<file path="src/rtl/hazard_ctrl_unit.sv">
// Hazard control: E/M/W shadow of in-flight writers, registered execute forward selects,
// load-use / branch / mul-div stalls. Optional decode branch forwarding: HAZ_BRANCH_FWD_EN.
module hazard_ctrl_unit #(
    parameter int unsigned MD_LAT = 8
) (
    input  logic       clk,
    input  logic       reset,
    input  logic [4:0] rs_id5,
    input  logic [4:0] rt_id5,
    input  logic [4:0] dst_id5,
    input  logic       reg_write_id,
    input  logic       mem_to_reg_id,
    input  logic       branch_id,
    input  logic       md_start_id,
    input  logic       md_read_id,
    output logic [1:0] forward_src_a_oe2,
    output logic [1:0] forward_src_b_oe2,
    output logic       forward_a_od,
    output logic       forward_b_od,
    output logic       stall_f_o,
    output logic       stall_d_o,
    output logic       flush_e_o
);

    localparam int unsigned RW = 5;
    localparam int unsigned SW = 2;
    localparam int unsigned CW = 4;

    localparam logic [SW-1:0] SEL_RF  = 2'b00;
    localparam logic [SW-1:0] SEL_WB  = 2'b01;
    localparam logic [SW-1:0] SEL_MEM = 2'b10;

`ifdef HAZ_BRANCH_FWD_EN
    localparam bit BR_FWD_EN = 1'b1;
`else
    localparam bit BR_FWD_EN = 1'b0;
`endif

    typedef struct packed {
        logic          vld;
        logic [RW-1:0] dst;
        logic          rw;
        logic          ld;
    } slot_t;

    localparam slot_t BUBBLE = '{vld: 1'b0, dst: '0, rw: 1'b0, ld: 1'b0};

    slot_t         e_q, m_q, w_q;
    slot_t         d_slot;
    logic [SW-1:0] sel_a_q, sel_b_q;
    logic [SW-1:0] sel_a_d, sel_b_d;
    logic [CW-1:0] md_cnt_q;

    logic e_live, m_live;
    logic e_hit_rs, e_hit_rt, m_hit_rs, m_hit_rt;
    logic md_busy;
    logic lw_stall, br_hazard, br_stall, md_stall, stall;

    // Live-writer qualification and source-register hits against E and M
    always_comb begin
        e_live   = e_q.vld && e_q.rw && (e_q.dst != '0);
        m_live   = m_q.vld && m_q.rw && (m_q.dst != '0);
        e_hit_rs = e_live && (e_q.dst == rs_id5);
        e_hit_rt = e_live && (e_q.dst == rt_id5);
        m_hit_rs = m_live && (m_q.dst == rs_id5);
        m_hit_rt = m_live && (m_q.dst == rt_id5);
    end

    // Stall sources; one combined bubble regardless of how many fire together
    always_comb begin
        md_busy   = (md_cnt_q != '0);
        lw_stall  = e_q.ld && (e_hit_rs || e_hit_rt);
        br_hazard = branch_id && ((e_hit_rs || e_hit_rt) ||
                                  (m_q.ld && (m_hit_rs || m_hit_rt)));
        br_stall  = BR_FWD_EN && br_hazard;
        md_stall  = md_busy && (md_read_id || md_start_id);
        stall     = lw_stall || br_stall || md_stall;
    end

    assign stall_f_o = stall;
    assign stall_d_o = stall;
    assign flush_e_o = stall;

    // Decode branch comparator forwarding from M alu_out (loads are stalled instead)
    assign forward_a_od = BR_FWD_EN && m_hit_rs && !m_q.ld;
    assign forward_b_od = BR_FWD_EN && m_hit_rt && !m_q.ld;

    // Next execute select: youngest producer (E, landing in M) wins over M (landing in W)
    always_comb begin
        sel_a_d = SEL_RF;
        sel_b_d = SEL_RF;
        if (e_hit_rs)      sel_a_d = SEL_MEM;
        else if (m_hit_rs) sel_a_d = SEL_WB;
        if (e_hit_rt)      sel_b_d = SEL_MEM;
        else if (m_hit_rt) sel_b_d = SEL_WB;
    end

    always_comb begin
        d_slot     = BUBBLE;
        d_slot.vld = 1'b1;
        d_slot.dst = dst_id5;
        d_slot.rw  = reg_write_id;
        d_slot.ld  = mem_to_reg_id;
    end

    // Shadow pipe advances every cycle; a stalled decode enters E as a bubble
    always_ff @(posedge clk) begin
        if (reset) begin
            e_q <= BUBBLE;
            m_q <= BUBBLE;
            w_q <= BUBBLE;
        end else begin
            e_q <= stall ? BUBBLE : d_slot;
            m_q <= e_q;
            w_q <= m_q;
        end
    end

    // Forward select registers; the bubble clear takes precedence over the load
    always_ff @(posedge clk) begin
        if (reset || flush_e_o) begin
            sel_a_q <= SEL_RF;
            sel_b_q <= SEL_RF;
        end else if (!stall_d_o) begin
            sel_a_q <= sel_a_d;
            sel_b_q <= sel_b_d;
        end
    end

    assign forward_src_a_oe2 = sel_a_q;
    assign forward_src_b_oe2 = sel_b_q;

    // HI/LO busy window; a new start while busy is stalled so it can never reload early
    always_ff @(posedge clk) begin
        if (reset) begin
            md_cnt_q <= '0;
        end else if (md_start_id && !stall_d_o) begin
            md_cnt_q <= CW'(MD_LAT);
        end else if (md_busy) begin
            md_cnt_q <= md_cnt_q - CW'(1);
        end
    end

    // W needs no forwarding (regfile writes first half-cycle); it just trails M
    assert property (@(posedge clk) disable iff (reset)
                     !$past(reset) |-> (w_q == $past(m_q)));

endmodule

</file>
<file path="config.mk">
export PLATFORM = sky130hd
export DESIGN_NAME = hazard_ctrl_unit
export DESIGN_NICKNAME = d
export VERILOG_FILES = /design/src/rtl/hazard_ctrl_unit.sv
export SDC_FILE = /design/constraint.sdc
export NUM_CORES = 1
export LEC_CHECK = 0
export BUFFER_PORTS_ARGS = -buffer_cell sky130_fd_sc_hd__buf_2
export CAP_MARGIN = 10
export CORE_ASPECT_RATIO = 1.1
export CORE_UTILIZATION = 35
export DETAILED_ROUTE_END_ITERATION = 8
export PLACE_DENSITY = 0.66
export SYNTH_ARGS = -nofsm -noshare
export SYNTH_HDL_FRONTEND = slang
export SYNTH_SLANG_ARGS = --single-unit
</file>
<file path="constraint.sdc">
create_clock -name clk -period 2.5 [get_ports clk]
set_input_delay 0.125 -clock clk [delete_from_list [all_inputs] [get_ports clk]]
set_output_delay 0.125 -clock clk [all_outputs]
set_load 0.02 [all_outputs]
</file>
==> reports/qor.csv, run 1 <==
metric;value;unit
avgSynthCellArea;9.20;um2
num_antenna_cells;0;
worst_path_max_delay_cell;or3b_1;
routedWlPerCell;12.8;um
fill_cells;324;
synth_compound_area_share;16.7;%
path_cells;inv_1 > ha_1 > or3b_1 > a21oi_4 > o2111ai_2 > a2111oi_2;
tns;0;ns
dp_hpwl;1950;um
avgViaCountPerCell;5.15;
yosysSeqAreaShare;39.4;%
cts.sinks;23;
die_w;57.1;um
synth_top_family_by_area;simple AND/OR/NAND/NOR gates;
muxShareOfSynthArea;0.857;%
yosysUniqueCellTypes;35;
synth-xor-area-share;15.7;%
antenna_found_initial;0;
crit_arrival;2.28;ns
ant_nets;0;
internal_power;0.702;mW
violations;design-rule violations;
ys_ff_latch;23;
overflow;0;
initial_core_util;37.7;%
outcome;finished with violations;
clk_latency;0.30;ns
grt_max_degree;16;
yosys_warnings;0;
nNetsFinal;178;
path_clk_slew;0.12;ns
cp_max_fo;10;
portBuffers;27;
grt_pass1_wl;4130;um
whs_path_depth;3;
clock_path_buffers;2;
synthSimpleGateAreaFrac;19.1;%
regArea;460;um2
hold_viol_final;0;
route.detailed.drc;8;
start_kind;register;
peakVddDrop;0.526;mV
fin_worst_skew;0.00641;ns
cts_hold_buf;0;
cp-end-kind;register;
max_cap_violations;0;
multi_input_area;644;um2
rows;21;
clockRootBuffer;clkbuf_4;
postSynthCellCount;127;
rr_worst_depth;6;
cts_max_level;1;
slew_violations;0;
detailedRoute.firstPassIterationCount;6;
p_sw_share;37.5;%
p_leak;0.522;nW
p_sw;0.421;mW
combPwrFrac;41.4;%
worst-setup-path-type;reg -> reg;
vias;963;
cts_tree;yes;
rsz0062_at_grt;false;
setup_violations;0;
grtUsageTotal;14.9;%
synthToLayoutAreaGrowth;14.6;%
cts_resized;0;
crit_path_max_incr_delay;0.51;ns
hp-class;in -> reg;
power_frac_seq;43.7;%
post-route-util;43.2;%
core;3100;um2
drtIter0Drc;46;
min_period;2.08;ns
crit_required;2.70;ns
gp_congestion;0.836;
whs;0.0233;ns
fmax;0.482;GHz
cts_buffers;3;
dp_slack;0.441;ns
setup_ws;0.424;ns
grt_pass1_vias;962;
power_density;839;nW/um2
die_h;62.6;um
ios;31;
wirelength;2390;um
drive_above_1_share;26.1;%
cts_setup_buffers;0;
p_clk_share;14.9;%
die_area;3570;um2
period_share;83.1;%
syn_area;1170;um2
synth_fa_ha_area_share;2.14;%
==> power by group through the flow <==
stage	Combinational [mW]	Clock, mW	Sequential (mW)
finish	0.465	0.168	0.491
CTS	0.469	0.176	0.492
detailed placement	0.467	0	0.501
global placement	0.444	0	0.498
global route	0.521	0.193	0.501
floorplan	0.407	0	0.484
==> state kept, by name (all words and copies together) (netlist names) <==
register and cells:
e_q 8, forward_src_a_oe2 2, forward_src_b_oe2 2, m_q 7, md_cnt_q 4
==> synth_stat cells (all sizes together) <==
cell     count  share of area, %
a2111oi      2               2.6
a211oi       2               1.3
a21bo        1              0.86
a21boi       1              0.96
a21oi        9               4.8
a221o        1              0.86
a22o         1              0.86
and2         1              0.54
buf          5               3.5
clkbuf       3              0.96
conb         1              0.32
dfxtp       23                39
ha           2               2.1
inv          4               1.3
mux2i        1              0.86
nand2       14               4.5
nand3        6               2.6
nor2         4               1.3
nor2b        7               3.7
nor3         2              0.86
nor4         3               1.6
nor4b        2               1.5
o2111ai      1               1.3
o21ai        2              0.86
o22a         1              0.75
o22ai        3               1.6
or2          1              0.54
or3          1              0.54
or3b         1              0.75
or4          1              0.64
xnor2       20                15
xor2         1              0.75
==> critical path: cells and delay by family, from the launching register on <==
kind / cells / cell delay, ns
buffers and inverters: 1 / 0.12
adders and majority gates: 1 / 0.20
and+or+nand+nor: 1 / 0.51
AOI/OAI and AO/OA: 3 / 0.79
DFF: 1 / 0.35
==> final timing paths <==
check	end	startpoint	slack, ns
worst max-delay path	forward_src_b_oe2[0]	md_cnt_q[0]	0.42
worst min-delay path	e_q[5]	dst_id5[3]	0.02
worst max register to register	forward_src_b_oe2[0]	md_cnt_q[0]	0.42
worst min register to register	m_q[1]	e_q[1]	0.48
==> per-stage QoR <==
stage	instance area (um2)	power, mW	instances
final	1340	1.12	187
after global routing	1340	1.21	187
after CTS	1340	1.14	187
after detailed placement	1310	0.968	183
after global placement	1310	0.942	183
after floorplan	1170	0.891	128
==> layout by cell type, fill, tap and decap left out, types with 2 or more instances in the layout <==
cell	instances
buf_2	27
dfxtp_1	23
xnor2_1	20
nand2_1	14
a21oi_1	8
nor2b_1	7
nand3_1	6
inv_1	4
nor2_1	4
o22ai_1	3
nor4_1	3
clkbuf_4	3
nor3_1	2
a211oi_1	2
a2111oi_2	2
nor4b_1	2
ha_1	2
conb_1	2
buf_4	2
==> cell type report <==
class,instances,area share [%]
clock buffer,4,1.96
inverter,4,1.12
multi-input combinational,93,48.1
sequential,23,34.4
tap,34,3.18
timing repair buffer,29,11.2
==> cell families after synthesis <==
family | count (synthesis)
AND/OR/NAND/NOR | 43
AO/OA/AOI/OAI | 24
adder cells (fa/ha/maj) | 2
multiplexers | 1
buffers and inverters | 12
other | 1
flip-flops | 23
XOR/XNOR | 21
==> metal layers <==
layer	vias up	global-route usage, %	routed length (um)
met4	0	4.88	58
met2	30	27.9	1240
met1	444	15.2	963
li1	483	-	-
met5	-	0	0
met3	6	4.55	129
No activity file was read; power rests on OpenSTA's default activity.
==> inputs of run 2 (changes only) <==
Settings changed: ABC_AREA set to 1, PLACE_DENSITY 0.66 to 0.69.
Clock period 2.5 ns to 1.8 ns, I/O delays scaled along.
==> run 2 against run 1 <==
Against the previous run: the flow now finishes without violations; first-iteration DRC count fell by 80%; power is 36% higher; final area grew 1.3%; global-route usage fell by 2.4 points; critical path type is now reg -> out; critical endpoint is now flush_e_o; highest routed layer unchanged.
==> reports/qor.csv, run 2 <==
metric;value;unit;change
num_antenna_cells;0;;unchanged
whs;0.0417;ns;was 0.0233 ns
power_density;1120;nW/um2;was 839 nW/um2
multi_input_area;505;um2;was 644 um2
hp-class;in -> reg;;unchanged
die_w;55.2;um;was 57.1 um
die_area;3340;um2;was 3570 um2
cts.sinks;23;;unchanged
path_cells;inv_1 > ha_1 > nand2_1 > o21ai_1 > nand2_2 > buf_4;;was inv_1 > ha_1 > or3b_1 > a21oi_4 > o2111ai_2 > a2111oi_2
initial_core_util;38.2;%;was 37.7%
synth-edff-count;0;;unchanged
antenna_found_initial;0;;unchanged
cts_tree;yes;;unchanged
core;2850;um2;was 3100 um2
wirelength;1870;um;was 2390 um
yosysTopAreaCellShare;42.2;%;was 39.4%
routedWlPerCell;8.97;um;was 12.8 um
whs_path_depth;2;;was 3
cp-end-kind;output port;;was register
ios;31;;unchanged
clockRootBuffer;clkbuf_4;;unchanged
route.detailed.drc;0;;was 8
hold_viol_final;0;;unchanged
rr_worst_depth;8;;was 6
worst_path_max_delay_cell;dfxtp_1;;was or3b_1
slew_violations;0;;unchanged
start_kind;register;;unchanged
post-route-util;47.5;%;was 43.2%
grt_pass1_wl;3230;um;was 4130 um
cp_max_fo;4;;was 10
cts_max_level;1;;unchanged
fin_cells;208;;was 187
syn_area;1090;um2;was 1170 um2
crit_required;1.71;ns;was 2.70 ns
yosysUniqueCellTypes;22;;was 35
max_cap_violations;0;;unchanged
drtIter0Drc;9;;was 46
yosys.cell_count.top_type;nor2_1;;was dfxtp_1
postSynthCellCount;141;;was 127
path_buf_inv;2;;was 1
path_clk_slew;0.13;ns;was 0.12 ns
yosysSeqAreaShare;42.2;%;was 39.4%
crit_family;flip-flops;;was compound AO/OA/AOI/OAI gates
synthFlopType;dfxtp_1;;unchanged
nNetsFinal;200;;was 178
crit_cells;6;;unchanged
grtUsageTotal;12.4;%;was 14.9%
die_h;60.6;um;was 62.6 um
avgViaCountPerCell;4.18;;was 5.15
avgSynthCellArea;7.74;um2;was 9.20 um2
cts_buffers;3;;unchanged
ant_nets;0;;unchanged
final_common_cell;nor2_1;;was buf_2
largest_reg_flops;8;;unchanged
layout_common_cells;nor2_1, inv_1, buf_2;;was buf_2, dfxtp_1, xnor2_1
regArea;465;um2;was 460 um2
rrSetupSlack;0.31;ns;was 0.42 ns
overflow;0;;unchanged
fill_cells;305;;was 324
grt_max_degree;15;;was 16
min_period;1.64;ns;
dp_hpwl;1440;um;was 1950 um
crit_arrival;1.55;ns;was 2.28 ns
detailedRoute.firstPassIterationCount;4;;was 6
place_inst;196;;was 183
rows;20;;was 21
fmax;0.611;GHz;
ys_ff_latch;23;;unchanged
ys_async_sr_fraction;0;%;unchanged
gp_congestion;0.821;;was 0.836
worst-setup-path-type;reg -> out;;was reg -> reg
period_share;90.9;%;
regMostFlops;e_q;;unchanged
rsz0062_at_grt;false;;unchanged
power;1.52;mW;was 1.12 mW
yosys_warnings;0;;unchanged
p_leak;0.695;nW;was 0.522 nW
fin_worst_skew;0.00210;ns;was 0.00641 ns
setup_violations;0;;unchanged
peakVddDrop;0.543;mV;was 0.526 mV
vias;869;;was 963
clk_latency;0.30;ns;about the same
tns;0;ns;unchanged
portBuffers;27;;unchanged
clock_path_buffers;2;;unchanged
yosys-top-cells-area;dfxtp_1, nor2_1, inv_1;;was dfxtp_1, xnor2_1, nand2_1
biggestRegsByFlops;e_q x8, m_q x7, md_cnt_q x4;;unchanged
synthToLayoutAreaGrowth;24.3;%;was 14.6%
crit_path_max_incr_delay;0.38;ns;was 0.51 ns
grt_pass1_vias;800;;was 962
yosys-top-cells-count;nor2_1, inv_1, dfxtp_1;;was dfxtp_1, xnor2_1, nand2_1
drive_above_1_share;25.1;%;was 26.1%
outcome;completed;;was finished with violations
synth_area_leader_cell;dfxtp_1;;unchanged
## run 2: cell types whose count changed after synthesis, sizes merged, moves of 3 or more
cell	previous run	this run
nor2	4	28
inv	4	25
xnor2	20	10
xor2	1	10
a21oi	9	1
nor2b	7	0
nand2	14	17
o22ai	3	0
## run 2: worst register-to-register path, cell delays in order, from the launching register on
cell and delay [ns]:
dfxtp_1 0.35, inv_1 0.08, ha_1 0.17, nand2_1 0.13
o21ai_1 0.20, nand3_2 0.28, inv_1 0.14, nand2_1 0.06
inv_1 0.04
## run 2: layer usage
layer | share of wire [%] | up-vias | wire [um] | track usage, %
met3 | 3.9 | 2 | 72 | 3.62
met2 | 47 | 16 | 886 | 21.7
met5 | 0 | - | 0 | 0
met1 | 47 | 367 | 886 | 14.5
li1 | - | 484 | - | -
met4 | 1.1 | 0 | 21 | 5.36
## run 2: metrics by stage
step / area, um2 / worst slack, ns
3_3_place_gp: 1230 / 0.286
6_report: 1360 / 0.165
3_5_place_dp: 1230 / 0.275
4_1_cts: 1330 / 0.0555
5_1_grt: 1360 / 0.00640
2_1_floorplan: 1090 / 0.409
## run 2: area by class of cell
cell class / instances / share of cell area [%]
inverters: 25 / 6.92
clock buffers: 3 / 1.66
well taps: 33 / 3.04
flip-flops and latches: 23 / 34.3
multi-input cells: 88 / 37.3
repair buffers: 35 / 16.2
clock inverters: 1 / 0.554
## run 2: path summary, 6_finish.rpt
kind,startpoint,end
max,md_cnt_q[0],flush_e_o
min,reset,md_cnt_q[3]
max reg2reg,md_cnt_q[0],forward_src_a_oe2[1]
min reg2reg,e_q[7],m_q[7]
## run 2: what timing repair did
item | 4_1_cts | 5_1_grt
hold buffers | 7 | 0
hold endpoints to repair | 7 | 0
endpoints found under the setup margin | 0 | 3
gates resized for setup | 0 | 12
buffers inserted | 0 | 1
## run 2: power breakdown
| group | switching [mW] | internal (mW) |
|---|---|---|
| clock | 0.156 | 0.0846 |
| combinational | 0.334 | 0.264 |
| sequential | 0.0779 | 0.607 |
## run 2: cells by family after synthesis
logic type	Yosys count	share of synthesized area [%]
other	1	0.344
xor gates and xnor gates	20	16.1
and+or+nand+nor	59	23.6
AOI/OAI and AO/OA	4	1.83
adders and majority gates	2	2.29
muxes	1	0.917
buffers and inverters	31	12.7
DFF	23	42.2
